--- src/rtl/ivm_mmio_pkg.sv ---
// Shared definitions for MMIO timer slots: register offsets, CTRL bit positions, FSM states.
package ivm_mmio_pkg;

    typedef enum logic [1:0] {
        StIdle = 2'd0,
        StRun  = 2'd1,
        StDone = 2'd2
    } timer_state_e;

    localparam logic [9:0] OffCtrl    = 10'h000;
    localparam logic [9:0] OffCount   = 10'h004;
    localparam logic [9:0] OffCompare = 10'h008;
    localparam logic [9:0] OffStatus  = 10'h00C;

    localparam int unsigned CtrlEnBit       = 0;
    localparam int unsigned CtrlAutoBit     = 1;
    localparam int unsigned CtrlIrqEnBit    = 2;
    localparam int unsigned CtrlPrescaleLsb = 8;
    localparam int unsigned StatusMatchBit  = 0;

endpackage

--- src/rtl/mmio_prescaler.sv ---
// Free-running prescaler: counts 0..limit while enabled and pulses tick on the limit cycle.
module mmio_prescaler #(
    parameter int unsigned W = 8
) (
    input  logic         clk,
    input  logic         rst_n,
    input  logic         clear,
    input  logic         enable,
    input  logic [W-1:0] limit,
    output logic         tick
);

    logic [W-1:0] r_cnt;

    assign tick = enable & (r_cnt == limit);

    always_ff @(posedge clk or negedge rst_n) begin
        if (!rst_n) begin
            r_cnt <= '0;
        end else if (clear) begin
            r_cnt <= '0;
        end else if (enable) begin
            r_cnt <= tick ? '0 : r_cnt + W'(1);
        end
    end

endmodule

--- src/rtl/mmio_timer_v1.sv ---
// Memory-mapped compare timer: CTRL/COUNT/COMPARE/STATUS registers, IDLE/RUN/DONE control FSM,
// registered read data and a level interrupt on MATCH.
module mmio_timer_v1 #(
    parameter int unsigned PRESCALE_W    = 8,
    parameter logic [31:0] RESET_COMPARE = 32'hFFFFFFFF
) (
    input  logic        clk,
    input  logic        rst_n,
    input  logic        sel,
    input  logic [9:0]  data_address,
    input  logic [31:0] data_store,
    input  logic        data_read,
    output logic [31:0] data_fetch,
    output logic        irq
);

    import ivm_mmio_pkg::*;

    timer_state_e r_state, w_state_next;

    logic                  r_en, r_auto, r_irq_en, r_match;
    logic [PRESCALE_W-1:0] r_prescale;
    logic [31:0]           r_count, r_compare, r_fetch;

    logic        w_wr, w_rd, w_wr_ctrl, w_wr_count, w_wr_compare, w_wr_status;
    logic        w_run, w_enter_run, w_stop, w_tick, w_hit;
    logic [7:0]  w_word;
    logic [31:0] w_ctrl_rd, w_rdata;
    logic        w_unused_addr;

    // Byte-lane bits are not decoded.
    assign w_unused_addr = ^data_address[1:0];
    assign w_word        = data_address[9:2];

    assign w_wr         = sel & ~data_read;
    assign w_rd         = sel & data_read;
    assign w_wr_ctrl    = w_wr & (w_word == OffCtrl[9:2]);
    assign w_wr_count   = w_wr & (w_word == OffCount[9:2]);
    assign w_wr_compare = w_wr & (w_word == OffCompare[9:2]);
    assign w_wr_status  = w_wr & (w_word == OffStatus[9:2]);

    assign w_hit = w_tick & (r_count == r_compare);

    mmio_prescaler #(
        .W(PRESCALE_W)
    ) u_prescaler (
        .clk   (clk),
        .rst_n (rst_n),
        .clear (w_enter_run),
        .enable(w_run),
        .limit (r_prescale),
        .tick  (w_tick)
    );

    always_ff @(posedge clk or negedge rst_n) begin
        if (!rst_n) begin
            r_state <= StIdle;
        end else begin
            r_state <= w_state_next;
        end
    end

    // A software CTRL write decides the next state ahead of a same-cycle match.
    always_comb begin
        w_state_next = r_state;
        unique case (r_state)
            StIdle: begin
                if (w_wr_ctrl && data_store[CtrlEnBit]) w_state_next = StRun;
            end
            StRun: begin
                if (w_wr_ctrl) begin
                    w_state_next = data_store[CtrlEnBit] ? StRun : StIdle;
                end else if (w_hit && !r_auto) begin
                    w_state_next = StDone;
                end
            end
            StDone: begin
                if (w_wr_ctrl) w_state_next = data_store[CtrlEnBit] ? StRun : StIdle;
            end
            default: w_state_next = StIdle;
        endcase
    end

    always_comb begin
        w_run       = (r_state == StRun);
        w_enter_run = (r_state != StRun) && (w_state_next == StRun);
        w_stop      = (r_state == StRun) && (w_state_next == StDone);
    end

    always_ff @(posedge clk or negedge rst_n) begin
        if (!rst_n) begin
            r_en       <= 1'b0;
            r_auto     <= 1'b0;
            r_irq_en   <= 1'b0;
            r_prescale <= '0;
        end else if (w_wr_ctrl) begin
            r_en       <= data_store[CtrlEnBit];
            r_auto     <= data_store[CtrlAutoBit];
            r_irq_en   <= data_store[CtrlIrqEnBit];
            r_prescale <= data_store[CtrlPrescaleLsb +: PRESCALE_W];
        end else if (w_stop) begin
            r_en <= 1'b0;
        end
    end

    always_ff @(posedge clk or negedge rst_n) begin
        if (!rst_n) begin
            r_count <= '0;
        end else if (w_wr_count) begin
            r_count <= data_store;
        end else if (w_hit) begin
            if (r_auto) r_count <= '0;
        end else if (w_tick) begin
            r_count <= r_count + 32'd1;
        end
    end

    always_ff @(posedge clk or negedge rst_n) begin
        if (!rst_n) begin
            r_compare <= RESET_COMPARE;
        end else if (w_wr_compare) begin
            r_compare <= data_store;
        end
    end

    // A match on the same edge as a W1C keeps MATCH set.
    always_ff @(posedge clk or negedge rst_n) begin
        if (!rst_n) begin
            r_match <= 1'b0;
        end else if (w_hit) begin
            r_match <= 1'b1;
        end else if (w_wr_status && data_store[StatusMatchBit]) begin
            r_match <= 1'b0;
        end
    end

    always_comb begin
        w_ctrl_rd                                   = '0;
        w_ctrl_rd[CtrlEnBit]                        = r_en;
        w_ctrl_rd[CtrlAutoBit]                      = r_auto;
        w_ctrl_rd[CtrlIrqEnBit]                     = r_irq_en;
        w_ctrl_rd[CtrlPrescaleLsb +: PRESCALE_W]    = r_prescale;
    end

    always_comb begin
        w_rdata = '0;
        case (w_word)
            OffCtrl[9:2]:    w_rdata = w_ctrl_rd;
            OffCount[9:2]:   w_rdata = r_count;
            OffCompare[9:2]: w_rdata = r_compare;
            OffStatus[9:2]:  w_rdata[StatusMatchBit] = r_match;
            default:         w_rdata = '0;
        endcase
    end

    always_ff @(posedge clk or negedge rst_n) begin
        if (!rst_n) begin
            r_fetch <= '0;
        end else begin
            r_fetch <= w_rd ? w_rdata : '0;
        end
    end

    assign data_fetch = r_fetch;
    assign irq        = r_match & r_irq_en;

endmodule
--- config.mk ---
export PLATFORM = sky130hd
export DESIGN_NAME = mmio_timer_v1
export DESIGN_NICKNAME = d
export VERILOG_FILES = /design/src/rtl/ivm_mmio_pkg.sv /design/src/rtl/mmio_prescaler.sv /design/src/rtl/mmio_timer_v1.sv
export SDC_FILE = /design/constraint.sdc
export NUM_CORES = 1
export LEC_CHECK = 0
export ABC_AREA = 1
export BUFFER_PORTS_ARGS = -buffer_cell sky130_fd_sc_hd__buf_2
export CORE_UTILIZATION = 30
export DETAILED_ROUTE_END_ITERATION = 10
export GPL_TIMING_DRIVEN = 0
export HOLD_SLACK_MARGIN = 0.06
export MAX_ROUTING_LAYER = met4
export PLACE_DENSITY_LB_ADDON = 0.2
export SETUP_SLACK_MARGIN = 0.3
export SLEW_MARGIN = 30
export SYNTH_ARGS = -nofsm -noshare
export SYNTH_HDL_FRONTEND = slang
export SYNTH_SLANG_ARGS = --single-unit
--- constraint.sdc ---
create_clock -name clk -period 1.6 [get_ports clk]
set_input_delay 0.16 -clock clk [delete_from_list [all_inputs] [get_ports clk]]
set_output_delay 0.16 -clock clk [all_outputs]
set_load 0.1 [all_outputs]
# Word-level counts from Yosys, hierarchy flattened
# Cells that the tools add are included.
[totals]
ff_bits = 118
latchBits = 0
mem_bits_rw = 0
romBits = 0
in_bits = 46
output_inout_bits = 33
word_cells = 66
n_memories = 0
[classes]
addsub = 2
n_mul = 0
div = 0
magnitude_cmp = 0
eq_ne = 11
n_shift = 0
mux = 20
bitwise_logic = 10
n_reduce_logical = 13
[op_table]
columns = ["operator", "count"]
rows = [
  ["2-to-1 mux 32 bit", 5],
  ["one-hot mux 31 bit (3 select lines)", 1],
  ["adder 32 x 1 -> 32 bit, second input constant", 1],
  ["equality test 32 bit", 1],
  ["2-to-1 mux 8 bit", 3],
  ["equality test 8 x 2 -> 1 bit, second input constant", 2],
  ["bitwise AND 1 bit", 9],
  ["adder 8 x 1 -> 8 bit, second input constant", 1],
  ["equality test 8 x 1 -> 1 bit, second input constant", 1],
  ["equality test 8 bit", 1],
  ["zero test 8 bit", 1],
  ["2-to-1 mux 2 bit", 4],
  ["one-hot mux 2 bit (3 select lines)", 1],
  ["nonzero test 2 bit", 3],
  ["logical AND 1 bit", 5],
  ["2-to-1 mux 1 bit", 5],
  ["equality test 2 x 1 -> 1 bit, second input constant", 2],
  ["equality test 2 bit, second input constant", 2],
  ["one-hot mux 1 bit (4 select lines)", 1],
  ["inequality test 3 bit, second input constant", 1],
  ["nonzero test 3 bit", 1],
  ["zero test 2 bit", 1],
  ["inequality test 2 x 1 -> 1 bit, second input constant", 1],
  ["AND reduction 2 bit", 1],
  ["2 further kinds", 2],
]

# Logic depth before layout (Yosys ltp)
[logic_depth]
depth_word = 11
depth_mapped = 15

# Hierarchy
# A second synthesis with hierarchy kept.
[hier_totals]
hier_cells = 1156
hier_area_um2 = 7632.3
[modules_own_cells]
columns = ["module", "n_inst", "cells_each", "area_per_inst_um2"]
rows = [
  ["mmio_timer_v1", 1, 1069, 7006.7],
  ["mmio_prescaler", 1, 87, 625.6],
]

# Worst setup path before layout
# OpenSTA, ideal clock, no wires.
[synth_path]
path_type = "reg2reg"
from = "register r_compare[0]"
to = "register r_count[0]"
setup_ns = 0.116
t_arrival_ns = 1.581
slack_ns = -0.097
path_stages_with_launch = 12
n_path_buf = 1
cell_sequence = "dfstp_2 > xnor2_1 > nand2_1 > nor2_1 > nand2_1 > nor2_2 > nand3_2 > nand3b_2 > nand2_4 > buf_2 > nand2_1 > nand2_1"
[synth_via]
elab_chain_len = 4
[synth_lines]
columns = ["element", "line", "text"]
rows = [
  ["start: declaration", "mmio_timer_v1.sv:23", "logic [31:0] r_count, r_compare, r_fetch;"],
  ["start signal: assignment", "mmio_timer_v1.sv:122", "r_compare <= data_store;"],
  ["equality test 32 bit *", "mmio_timer_v1.sv:42", "assign w_hit = w_tick & (r_count == r_compare);"],
  ["bitwise AND 1 bit *", "mmio_timer_v1.sv:42", ""],
  ["inequality test 3 bit (no line), or another cell as far along", "--", ""],
  ["AND reduction 2 bit (no line) / 2-to-1 mux 32 bit (equally long branches)", "--", ""],
  ["end signal: assignment", "mmio_timer_v1.sv:110", "r_count <= data_store;"],
  ["end signal: assignment", "mmio_timer_v1.sv:114", "r_count <= r_count + 32'd1;"],
  ["end: declaration", "mmio_timer_v1.sv:23", ""],
]
# Mark *: on every way between the ends. The rest lies on a longest branch, timed or not.
# A chain may end at the register's enable or synchronous reset.

# Worst setup path in the final report
[layout_path]
from = "register r_compare[14]"
to = "register r_count[5]"
# The elaborated chain is that of the path after synthesis.

==> impl_metrics.csv <==
group,metric,value,unit
status,violations,"setup timing",
floorplanning,initial_core_util,30.8,%
finish,syn2layout_area_growth,40.1,%
worst_setup_path,r2r-end,"r_count[5]",
synthesis,ys_seq_area_share,42.5,%
sta,fin_ws,-0.427,ns
synthesis,synth.distinct_cells,39,
drt,wl,24.9,mm
drt,ant_nets,0,
placed_design,portBuffers,76,
global_routing,grt_pass1_vias,6579,
worst_setup_path,r2r_slack,-0.43,ns
synthesis,synth_cells,985,
clocking,htree_levels,4,
clocking,root_buffer,"clkbuf_16",
synthesis,ys_warn_count,0,
synthesis,synth_nets,1033,
synthesis,synth_edf_count,0,
floorplanning,die-area,24100,um2
floorplanning,fp.dieH,155,um
job,cap_violations,0,
power_and_ir_drop,cellPowerDensity,847,nW/um2
worst_setup_path,worstSetupPathType,"reg -> reg",
synthesis,avgSynthCellArea,7.15,um2
placed_design,gp_congestion,0.966,
placed_design,hpwl,18.1,mm
finish,fill_cells,2393,
power_and_ir_drop,ir_worst_vdd,510,uV
sta,fmax,0.493,GHz
worst_setup_path,critPathMaxFanout,5,
floorplanning,ioPinCount,79,
sta,finalCritPeriodShare,127,%
sta,rsz0062_at_grt,"true",
finish,utilization,43.2,%
sta,slew_headroom,48.5,%
synthesis,synth_async_sr_flop_share,100,%
clocking,clock_sinks,118,
clocking,cts_tree,"done",
global_routing,grt_usage,21.7,%
drt,routed_via_density,4.68,
min_path,min_to,"r_en",
worst_setup_path,cp.arrival,2.34,ns
worst_setup_path,worstReg2RegStart,"r_compare[14]",
clocking,clock_path_buffers,2,
worst_setup_path,cp.required,1.92,ns
finish,layout-drive-gt1-share,27.4,%
drt,vias,6882,
global_routing,grt_pass1_wl,37.8,mm
finish,diodes,0,
sta,hold_ws,0.132,ns
synthesis,synth_area,7040,um2
global_routing,grt_overflow,0,
drt,route.detailed.drc,0,
finish,final_common_cell,"nand2_1",
drt,wl_per_cell,16.9,um
worst_setup_path,start_kind,"flip-flop",
clocking,clk_latency,0.42,ns
synthesis,synth-seq-cells,118,
global_routing,grt_max_degree,65,
sta,setup_violations,36,
sta,slew_viol_final,0,
min_path,min_from,"data_store[0]",
finish,nNetsFinal,1194,
drt,drt_pass1_iterations,7,
floorplanning,die_width,155,um
finish,layout_common_cells,"nand2_1 (354), inv_1 (93), dfrtp_1 (81)",
status,run_status,"finished, violations left",
min_path,hold_path_class,"in -> reg",
clocking,path_clk_slew,0.06,ns
sta,worst_slew_pin_slew,0.772,ns
sta,fin_crit,2.03,ns
worst_setup_path,end_kind,"flip-flop",
synthesis,synth_ff_type,"dfrtp_1",
sta,hold_viol,0,
clocking,cts_buffers,17,
floorplanning,placeableCoreArea,22800,um2
worst_setup_path,reg2reg_depth,12,
min_path,whs_path_depth,3,
sta,clock_skew,0.00789,ns
global_routing,antenna_found_initial,0,
floorplanning,num_rows,55,
drt,first_iter_violations,464,
power_and_ir_drop,p_leak,4.65,nW
[routing by layer]
| metal | wire (um) | global-route usage, % | part of all wire (%) | vias up |
|---|---|---|---|---|
| met3 | 1270 | 3.62 | 5.1 | 22 |
| met2 | 11100 | 32.6 | 45 | 158 |
| met5 | 0 | - | 0 | - |
| met4 | 385 | 5.74 | 1.5 | 0 |
| met1 | 12100 | 30.4 | 49 | 3290 |
| li1 | - | - | - | 3412 |
[state kept, by name, summed over array words and instances, names as in the netlist]
name and cells:
r_en 1, r_prescale 8, data_fetch 32, r_count 32
r_irq_en 1, r_match 1, r_auto 1, r_compare 32
r_state 2, u_prescaler.r_cnt 8
[what timing repair did]
item,in CTS,in global routing
buffers inserted,13,14
endpoints found under the setup margin,126,89
gates resized for setup,111,81
hold buffers,33,0
endpoints found under the hold margin,96,0
pin swaps,10,21
gates cloned,0,5
[cell usage after synthesis, types with 2 or more instances]
library cell / n / area share (%)
a21oi_1: 26 / 1.8
buf_2: 25 / 1.8
buf_6: 3 / 0.48
clkbuf_1: 16 / 0.85
dfrtp_1: 86 / 31
dfstp_2: 32 / 12
ha_1: 2 / 0.36
inv_1: 100 / 5.3
inv_2: 9 / 0.48
mux2_2: 6 / 0.96
nand2_1: 371 / 20
nand3_1: 37 / 2.6
nand3b_1: 13 / 1.4
nand4_1: 17 / 1.5
nor2_1: 71 / 3.8
nor2_2: 5 / 0.44
nor3_1: 19 / 1.4
o211ai_1: 2 / 0.21
o21ai_0: 63 / 4.5
o221ai_1: 2 / 0.25
o22ai_1: 10 / 0.89
or2_2: 5 / 0.44
xnor2_1: 29 / 3.6
xor2_1: 21 / 2.6
[logic make-up after synthesis]
logic type                 after synthesis  synth area share [%]
AOI/OAI and AO/OA                      107                  8.07
xor gates and xnor gates                50                  6.22
adders and majority gates                2                 0.355
buffers and inverters                  155                  9.07
DFF                                    118                  42.5
muxes                                    7                  1.10
and+or+nand+nor                        546                  32.7
[final cells by class]
| class | instances | area, um2 | area share [%] |
|---|---|---|---|
| well taps | 313 | 392 | 3.97 |
| clock buffers | 18 | 439 | 4.45 |
| flip-flops and latches | 118 | 3000 | 30.4 |
| inverters | 110 | 430 | 4.36 |
| clock inverters | 14 | 183 | 1.85 |
| plain buffers | 45 | 348 | 3.53 |
| repair buffers | 141 | 1170 | 11.8 |
| multi-input cells | 713 | 3900 | 39.6 |
[worst max-delay path by stage]
stage                   from  depth (start not counted)             end  slack, ns
4_1_cts        r_compare[20]                         11            r_en      -0.39
2_1_floorplan  r_compare[14]                         12     r_count[13]      -0.08
3_3_place_gp           rst_n                          1  data_fetch[21]      -1.33
6_report       r_compare[14]                         12      r_count[5]      -0.43
3_5_place_dp      r_count[2]                         10     r_count[29]      -0.65
5_1_grt        r_compare[14]                         12     r_count[23]      -0.58
[power by group]
group	switching, mW	total, mW	internal (mW)
combinational	0.574	1.02	0.445
clock	1.46	4.08	2.63
sequential	0.136	3.25	3.11
total	2.17	8.35	6.18
[metrics by stage]
step	setup TNS, ns	std cells	instance area (um2)	power (mW)	setup WS, ns
floorplan	-2.65	985	7150	3.79	-0.0835
global placement	-167.90	1374	7920	4.06	-1.33
finish	-13.86	1472	9860	8.35	-0.427
global route	-19.25	1472	9860	8.68	-0.579
detailed placement	-36.23	1375	7960	4.08	-0.649
CTS	-12.56	1453	9420	8.29	-0.388
[critical path, cell delays in order, from the launching register on]
cell       delay (ns)
dfstp_2          0.60
xnor2_4          0.14
nand2_1          0.08
nor2_1           0.10
nand2_1          0.07
nor2_2           0.17
nand3_4          0.11
buf_4            0.18
clkbuf_16        0.16
nand3_1          0.08
o21ai_0          0.09
nand2_1          0.08
nand2_1          0.04
Power figures use the tool's default switching activity.
